`config.mk`:
```
export PLATFORM = sky130hd
export DESIGN_NAME = fm_phaseinc_gen
export DESIGN_NICKNAME = d
export VERILOG_FILES = /design/src/rtl/fm_pkg.sv /design/src/rtl/seq_mult_su.sv /design/src/rtl/fm_phaseinc_gen.sv
export SDC_FILE = /design/constraint.sdc
export NUM_CORES = 1
export LEC_CHECK = 0
export ABC_AREA = 1
export CORE_MARGIN = 2
export CORE_UTILIZATION = 35
export CTS_BUF_LIST = sky130_fd_sc_hd__clkbuf_8
export CTS_CLUSTER_SIZE = 25
export DETAILED_ROUTE_END_ITERATION = 8
export SYNTH_ARGS = -nofsm -noshare
export SYNTH_HDL_FRONTEND = slang
export SYNTH_SLANG_ARGS = --single-unit
```
`constraint.sdc`:
```
create_clock -name clock -period 2.86 [get_ports clock]
set_clock_uncertainty 0.2 [all_clocks]
set_input_delay 0.429 -clock clock [delete_from_list [all_inputs] [get_ports clock]]
set_output_delay 0.429 -clock clock [all_outputs]
set_load 0.03 [all_outputs]
```
`src/rtl/fm_pkg.sv`:
```
// Shared types, derived widths and the clamp helper for the FM phase-increment generator.
package fm_pkg;

    // Default sizing of the modulator front end.
    localparam int NBITS_DEF       = 13;
    localparam int NBITS_AUDIO_DEF = 12;
    localparam int NBITS_GAIN_DEF  = 8;
    localparam int SHIFT_DEF       = 6;
    localparam int CENTER_INC_DEF  = 1024;
    localparam int ENDIV_DEF       = 4;

    // Product register width (signed audio x unsigned gain, with headroom) and clamp-sum width.
    localparam int ACC_W = NBITS_AUDIO_DEF + NBITS_GAIN_DEF + 1;
    localparam int SUM_W = ACC_W + 1;

    // Largest legal phase increment, held in the signed sum width for comparison.
    localparam logic signed [SUM_W-1:0] SUM_MAX = SUM_W'((1 << NBITS_DEF) - 1);

    typedef enum logic [1:0] {
        IDLE   = 2'd0,
        MUL    = 2'd1,
        CLAMP  = 2'd2,
        UPDATE = 2'd3
    } state_e;

    typedef struct packed {
        logic                 sat;
        logic [NBITS_DEF-1:0] val;
    } clamp_t;

    // Clamp a signed sum into [0, 2^NBITS-1] and report whether clamping happened.
    function automatic clamp_t sat_limit(input logic signed [SUM_W-1:0] sum);
        clamp_t r;
        if (sum[SUM_W-1]) begin
            r.sat = 1'b1;
            r.val = '0;
        end else if (sum > SUM_MAX) begin
            r.sat = 1'b1;
            r.val = '1;
        end else begin
            r.sat = 1'b0;
            r.val = sum[NBITS_DEF-1:0];
        end
        return r;
    endfunction

endpackage

```
`src/rtl/seq_mult_su.sv`:
```
// Sequential signed x unsigned shift-add multiplier: one multiplier bit per clock.
module seq_mult_su #(
    parameter int NBITS_A = 12,
    parameter int NBITS_B = 8
) (
    input  logic                       clock,
    input  logic                       reset,
    input  logic                       start_i,
    input  logic signed [NBITS_A-1:0]  a_i,
    input  logic [NBITS_B-1:0]         b_i,
    output logic                       done_o,
    output logic signed [NBITS_A+NBITS_B:0] product_o
);

    localparam int PW    = NBITS_A + NBITS_B + 1;
    localparam int CNT_W = $clog2(NBITS_B);
    localparam logic [CNT_W-1:0] CNT_LAST = CNT_W'(NBITS_B - 1);

    logic signed [NBITS_A-1:0] a_q, a_d;
    logic [NBITS_B-1:0]        b_q, b_d;
    logic [CNT_W-1:0]          cnt_q, cnt_d;
    logic signed [PW-1:0]      acc_q, acc_d;
    logic                      run_q, run_d;
    logic signed [PW-1:0]      a_ext_s;
    logic signed [PW-1:0]      term_s;

    assign a_ext_s   = PW'(a_q);
    assign term_s    = a_ext_s <<< cnt_q;
    // done is high during the cycle that processes the final multiplier bit
    assign done_o    = run_q && (cnt_q == CNT_LAST);
    assign product_o = acc_q;

    // Next-state: load operands on start, otherwise accumulate one partial product per cycle.
    always_comb begin
        a_d   = a_q;
        b_d   = b_q;
        cnt_d = cnt_q;
        acc_d = acc_q;
        run_d = run_q;
        if (start_i) begin
            a_d   = a_i;
            b_d   = b_i;
            cnt_d = '0;
            acc_d = '0;
            run_d = 1'b1;
        end else if (run_q) begin
            if (b_q[cnt_q]) begin
                acc_d = acc_q + term_s;
            end else begin
                acc_d = acc_q;
            end
            cnt_d = cnt_q + CNT_W'(1);
            if (cnt_q == CNT_LAST) begin
                run_d = 1'b0;
            end else begin
                run_d = 1'b1;
            end
        end else begin
            run_d = 1'b0;
        end
    end

    // Multiplier state registers.
    always_ff @(posedge clock or negedge reset) begin
        if (!reset) begin
            a_q   <= '0;
            b_q   <= '0;
            cnt_q <= '0;
            acc_q <= '0;
            run_q <= 1'b0;
        end else begin
            a_q   <= a_d;
            b_q   <= b_d;
            cnt_q <= cnt_d;
            acc_q <= acc_d;
            run_q <= run_d;
        end
    end

endmodule

```
`src/rtl/fm_phaseinc_gen.sv`:
```
// FM modulator front end: scales audio by a deviation gain, offsets the carrier
// increment, clamps it for the DDS and generates the DDS enable strobe.
module fm_phaseinc_gen
    import fm_pkg::*;
#(
    parameter int NBITS       = NBITS_DEF,
    parameter int NBITS_AUDIO = NBITS_AUDIO_DEF,
    parameter int NBITS_GAIN  = NBITS_GAIN_DEF,
    parameter int SHIFT       = SHIFT_DEF,
    parameter int CENTER_INC  = CENTER_INC_DEF,
    parameter int ENDIV       = ENDIV_DEF
) (
    input  logic                          clock,
    input  logic                          reset,
    input  logic signed [NBITS_AUDIO-1:0] audio_in,
    input  logic                          audio_valid,
    output logic                          audio_ready,
    input  logic [NBITS_GAIN-1:0]         gain,
    output logic [NBITS-1:0]              phaseinc,
    output logic                          enableclk,
    output logic                          sat,
    output logic                          busy
);

    localparam int DIV_W = (ENDIV > 2) ? $clog2(ENDIV) : 1;
    localparam logic [DIV_W-1:0]        DIV_LAST = DIV_W'(ENDIV - 1);
    localparam logic signed [SUM_W-1:0] CENTER_S = SUM_W'(CENTER_INC);

    logic [DIV_W-1:0]        div_q, div_d;
    logic                    enableclk_q;
    state_e                  state_q;
    logic [NBITS-1:0]        phaseinc_q;
    logic [NBITS-1:0]        result_q;
    logic                    sat_pend_q;
    logic                    sat_q;
    logic                    busy_q;
    logic                    ready_q;
    logic                    mul_start_s;
    logic                    mul_done_s;
    logic signed [ACC_W-1:0] product_s;
    logic signed [ACC_W-1:0] scaled_s;
    logic signed [SUM_W-1:0] sum_s;
    clamp_t                  clamp_d;

    assign audio_ready = ready_q;
    assign busy        = busy_q;
    assign sat         = sat_q;
    assign phaseinc    = phaseinc_q;
    assign enableclk   = enableclk_q;

    assign mul_start_s = (state_q == IDLE) && ready_q && audio_valid;

    seq_mult_su #(
        .NBITS_A (NBITS_AUDIO),
        .NBITS_B (NBITS_GAIN)
    ) u_mult (
        .clock     (clock),
        .reset     (reset),
        .start_i   (mul_start_s),
        .a_i       (audio_in),
        .b_i       (gain),
        .done_o    (mul_done_s),
        .product_o (product_s)
    );

    // Free-running mod-ENDIV divider next count.
    always_comb begin
        if (div_q == DIV_LAST) begin
            div_d = '0;
        end else begin
            div_d = div_q + DIV_W'(1);
        end
    end

    // Divider register and registered enable strobe (high while count == ENDIV-1).
    always_ff @(posedge clock or negedge reset) begin
        if (!reset) begin
            div_q       <= '0;
            enableclk_q <= 1'b0;
        end else begin
            div_q       <= div_d;
            enableclk_q <= (div_d == DIV_LAST);
        end
    end

    // Scale the product (floor shift), add the centre increment and clamp.
    always_comb begin
        scaled_s = product_s >>> SHIFT;
        sum_s    = SUM_W'(scaled_s) + CENTER_S;
        clamp_d  = sat_limit(sum_s);
    end

    // Control FSM with registered handshake, busy, sat and phaseinc outputs.
    always_ff @(posedge clock or negedge reset) begin
        if (!reset) begin
            state_q    <= IDLE;
            phaseinc_q <= NBITS'(CENTER_INC);
            result_q   <= NBITS'(CENTER_INC);
            sat_pend_q <= 1'b0;
            sat_q      <= 1'b0;
            busy_q     <= 1'b0;
            ready_q    <= 1'b1;
        end else begin
            sat_q <= 1'b0;
            case (state_q)
                IDLE: begin
                    if (mul_start_s) begin
                        state_q <= MUL;
                        ready_q <= 1'b0;
                        busy_q  <= 1'b1;
                    end else begin
                        state_q <= IDLE;
                    end
                end
                MUL: begin
                    if (mul_done_s) begin
                        state_q <= CLAMP;
                    end else begin
                        state_q <= MUL;
                    end
                end
                CLAMP: begin
                    result_q   <= clamp_d.val;
                    sat_pend_q <= clamp_d.sat;
                    state_q    <= UPDATE;
                end
                UPDATE: begin
                    phaseinc_q <= result_q;
                    sat_q      <= sat_pend_q;
                    ready_q    <= 1'b1;
                    busy_q     <= 1'b0;
                    state_q    <= IDLE;
                end
                default: begin
                    state_q <= IDLE;
                    ready_q <= 1'b1;
                    busy_q  <= 1'b0;
                end
            endcase
        end
    end

endmodule

```
# Word level (Yosys, flattened, before mapping)
# Index checks and enable logic that the tools add are counted.
dict set report word_totals {
  register_bits 80
  output_inout_bits 17
}
dict set report op_classes {
  n_addsub 4
  n_lt_le_gt_ge 2
  n_eq_ne 7
  shift 1
  muxes 21
  n_reduce_logical 9
}
# operator count
set ops {}
lappend ops {{2-to-1 mux 21 bit} 3}
lappend ops {{2-to-1 mux 14 bit} 2}
lappend ops {{adder 21 bit} 1}
lappend ops {{<<< shifter 12 x 3 -> 21 bit} 1}
lappend ops {{adder 15 x 12 -> 16 bit (second input constant)} 1}
lappend ops {{greater-than comparator 16 x 14 -> 1 bit (second input constant)} 1}
lappend ops {{equality test 2 bit (second input constant)} 4}
lappend ops {{2-to-1 mux 1 bit} 8}
lappend ops {{case mux 2 bit (4 select lines)} 1}
lappend ops {{2-to-1 mux 3 bit} 2}
lappend ops {{nonzero test 2 bit} 3}
lappend ops {{< comparator 3 x 4 -> 1 bit (second input constant)} 1}
lappend ops {{2-to-1 mux 2 bit} 2}
lappend ops {{case mux 1 bit (2 select lines)} 2}
lappend ops {{AND reduction 2 bit} 2}
lappend ops {{adder 3 x 1 -> 3 bit (second input constant)} 1}
lappend ops {{binary-select mux 1 bit (select 3 bit)} 1}
lappend ops {{equality test 3 bit (second input constant)} 1}
lappend ops {{logical AND 1 bit} 3}
lappend ops {{adder 2 x 1 -> 2 bit (second input constant)} 1}
lappend ops {{equality test 2 x 1 -> 1 bit (second input constant)} 1}
lappend ops {{logical NOT 2 bit} 1}
lappend ops {{inequality test 2 bit (second input constant)} 1}

# Depth between registers and ports, before layout
dict set report logic_depth {
  depth_word 5
  mapped_depth 19
  ltp_nobuf 19
}

# Cells and area by module
# From an unflattened synthesis, not the netlist that was laid out.
dict set report unflattened {
  cells_unflattened 737
  hier_area_um2 5108.6
}
# mod n_inst cells_per_inst area_per_inst_um2 seq_area_each_um2
set by_module_without_submodules {}
lappend by_module_without_submodules {seq_mult_su 1 549 3544.6 1126.1}
lappend by_module_without_submodules {fm_phaseinc_gen 1 188 1564.0 879.6}

# Worst setup path after synthesis
# OpenSTA, ideal clock, no wires.
dict set report synth_path {
  kind {reg2reg}
  start {reg u_mult.cnt_q[2]}
  end {reg u_mult.acc_q[12], in the netlist u_mult.product_o[12]}
  setup_time_ns 0.117
  arrival_time_ns 2.221
  required_time_ns 2.543
  setup_slack_ns 0.321
  path_stages_with_launch 17
  period_less_slack_ns 2.539
  cell_sequence {dfrtp_1 > buf_2 > clkbuf_1 > nor3_1 > ha_1 > inv_1 > fa_1 > inv_1 > nand3_1 > nand3_1 > nand2_1 > nand3_1 > nand2_1 > nand2_1 > nand2_1 > nand3_1 > nand2_1}
}
dict set report synth_via {
  elab_chain_len 5
  word_cells_on_any_way 9
  cone_classes {add/sub (1); shift (1); mux (5); reduce/logical (2)}
}
# element line_no
set synth_rtl {}
lappend synth_rtl {{start: declaration} seq_mult_su.sv:21} ;# logic [CNT_W-1:0] cnt_q, cnt_d;
lappend synth_rtl {{start signal: assignment} seq_mult_su.sv:74} ;# cnt_q <= cnt_d;
lappend synth_rtl {{<<< shifter 12 x 3 -> 21 bit} seq_mult_su.sv:28} ;# assign term_s = a_ext_s <<< cnt_q;
lappend synth_rtl {{adder 21 bit} seq_mult_su.sv:48} ;# acc_d = acc_q + term_s;
lappend synth_rtl {{2-to-1 mux 21 bit} seq_mult_su.sv:47} ;# if (b_q[cnt_q]) begin
lappend synth_rtl {{2-to-1 mux 21 bit} seq_mult_su.sv:46} ;# end else if (run_q) begin
lappend synth_rtl {{2-to-1 mux 21 bit} seq_mult_su.sv:40} ;# if (start_i) begin
lappend synth_rtl {{end signal: assignment} seq_mult_su.sv:69} ;# acc_q <= '0;
lappend synth_rtl {{end signal: assignment} seq_mult_su.sv:75} ;# acc_q <= acc_d;
lappend synth_rtl {{end: declaration} seq_mult_su.sv:22} ;# logic signed [PW-1:0] acc_q, acc_d;
# Parallel ways exist; a longest one is shown, timed or not. The select of a mux whose other input is x is not followed.
# A chain may end at the register's enable or synchronous reset.

# Final worst setup path
dict set report layout_path {
  start {reg u_mult.cnt_q[0]}
  end {reg u_mult.acc_q[16], in the netlist u_mult.product_o[16]}
}
# Same word-level chain as after synthesis.

==> results.ini <==
[detailed_routing]
drt_pass1_iterations = 4
drc = 0
dr.first_iter.drc_count = 215
wl_per_cell_um = 12.5
vias = 4509
drt_wl_total_mm = 12.1
vias_per_cell = 4.64
antenna_left = 0

[timing]
hold_ws_ps = 255
hold_violations = 0
fin_crit_sh_pct = 92.7
min_period_ps = 2650
max_slew_margin_pct = 60.6
max_freq_mhz = 377
setup_viol = 0
rsz0062_at_grt = true
tightest_slew_ps = 590
maxSlewViolCount = 0

[floorplanning]
initial_core_util_pct = 35.3
die_h_um = 124
core_um2 = 14400
io_pins = 40
rows = 44
fp.dieW_um = 124
die_area_um2 = 15500

[cts]
numCtsBuffers = 9
cts_tree = done
clkTransAtPathRegs_ps = 80
cts-htree-levels = 3
cts-root-buf = clkbuf_8
clock-sinks = 80
clk_latency_ps = 380
clk_path_buf_depth = 2

[final_layout]
ff_latch_area_um2 = 2010
multi_input_area_um2 = 2700
post-route-util_pct = 41.9
nets = 832
final_common_cell = nand2_1
synthToLayoutAreaGrowth_pct = 18.6
diodes = 0
fin_cells = 971
fillers = 1535
stdcell_area_um2 = 6020
final_cell_mix = nand2_1, inv_1, dfrtp_1, nor2_1, clkdlybuf4s50_1
drive_above_1_share_pct = 10.3

[logic_synthesis]
syn_area_um2 = 5080
synthFlopType = dfrtp_1
synth-edff-count = 0
ys_types = 35
synthArstFlopShare_pct = 100
avgSynthCellArea_um2 = 6.94
ys_seq_area_share_pct = 39.5
yosys_warnings = 0
postSynthNetCount = 781
synth-seq-cells = 80
synthCells = 731

[global_route]
grt_pass1_vias = 4280
overflow = 0
grt_pass1_wl_mm = 20.8
grt_max_degree = 45
antenna_found_initial = 0
grt_util_all_layers_pct = 16.4

[setup_path]
startpoint = u_mult.cnt_q[0]
cp.required_ps = 2980
ff2ff_setup_slack_ps = 210
crit_path_end_kind = flop
rr_endpoint = u_mult.product_o[16]
rr_worst_depth = 17
start_kind = flop
crit_arrival_ps = 2770
path_class = reg -> reg
r2r_start = u_mult.cnt_q[0]
crit_fanout = 9

[min_path]
min_path_type = reg -> reg
min_from = div_q[0]
whs_path_depth = 1
hold_path_end = div_q[0]

[placement]
place.gp.congestion = 0.903
place_hpwl_mm = 9.15
place.port_buffers = 39
placed_cells = 949
dpl_cell_area_um2 = 5700

[run]
drv_cap = 0

[status]
status = finished, final reports clean

==> registers in the layout (all words and copies together) (netlist names), 2 cells and up, named ones only <==
register          flops
div_q                 2
phaseinc             13
result_q             13
u_mult.a_q           12
u_mult.b_q            8
u_mult.cnt_q          3
u_mult.product_o     21
==> cell usage after synthesis, types with 5 or more instances <==
master / instances / area share, %
a21oi_1: 13 / 1.3
nand2_2: 10 / 1.2
buf_2: 5 / 0.49
xnor2_1: 7 / 1.2
nand3_1: 38 / 3.7
clkbuf_1: 10 / 0.74
nor3_1: 7 / 0.69
inv_1: 78 / 5.8
o21ai_0: 43 / 4.2
dfrtp_1: 77 / 38
nor2_1: 44 / 3.3
nand2_1: 332 / 25
ha_1: 26 / 6.4
==> worst max-delay path by stage <==
| stage | endpoint | slack, ps | cells past startpoint |
|---|---|---|---|
| final | u_mult.product_o[16] | 210 | 17 |
| after detailed placement | u_mult.product_o[16] | 2 | 16 |
| after global routing | u_mult.product_o[16] | -9 | 17 |
| after global placement | u_mult.product_o[17] | 10 | 12 |
| after floorplan | u_mult.product_o[12] | 320 | 16 |
| after CTS | u_mult.product_o[17] | 6 | 12 |
==> cell families after synthesis <==
group                    Yosys count  synth area share, %
flip-flops                        80                 39.5
XOR/XNOR                          11                 1.90
AO/OA/AOI/OAI                     64                 6.63
multiplexers                       1                0.197
AND/OR/NAND/NOR                  447                 36.4
buffers and inverters            101                 8.55
adder cells (fa/ha/maj)           27                 6.80
==> per-stage QoR <==
| stage | TNS, ps | setup WS [ps] |
|---|---|---|
| after CTS | 0 | 6.37 |
| after global routing | -9.13 | -9.13 |
| after global placement | 0 | 11.9 |
| final | 0 | 210 |
| after floorplan | 0 | 321 |
| after detailed placement | 0 | 2.36 |
==> timing repair <==
item,CTS,global route
hold endpoints to repair,34,0
endpoints found under the setup margin,1,15
pin swaps,0,7
buffers inserted,0,5
gates cloned,0,0
gates resized for setup,1,37
hold buffers,1,0
==> per-layer routing <==
metal	part of all wire, %	routed length (µm)	vias up	GRT usage, %
met5	0	0	-	0
met4	1.9	227	0	5.42
met3	4.1	497	15	3.52
met2	46	5560	99	26.4
met1	48	5810	2021	22.1
li1	-	-	2374	-
==> area by class of cell <==
class	instances	share of cell area, %
timing repair buffer	60	9.31
clock buffer	11	2.51
inverter	81	5.32
clock inverter	5	0.935
multi-input combinational	550	44.8
tap	184	3.82
sequential	80	33.3
==> worst max-delay path: stages (launching register included) <==
cell and delay (ps):
dfrtp_1 420, buf_4 180, nand2_1 60, nand2_1 80
nor2_1 40, a31oi_1 200, nand2_1 90, o21ai_0 120
ha_1 310, nand2_1 130, inv_1 70, a21oi_2 190
nor2_1 70, nor2_1 140, nand2_1 80, nand2_1 50
nand3_1 80, nand2_1 90
Power is not shown: default switching activity piles up to over one toggle a cycle in this logic, so the estimate is an artifact.
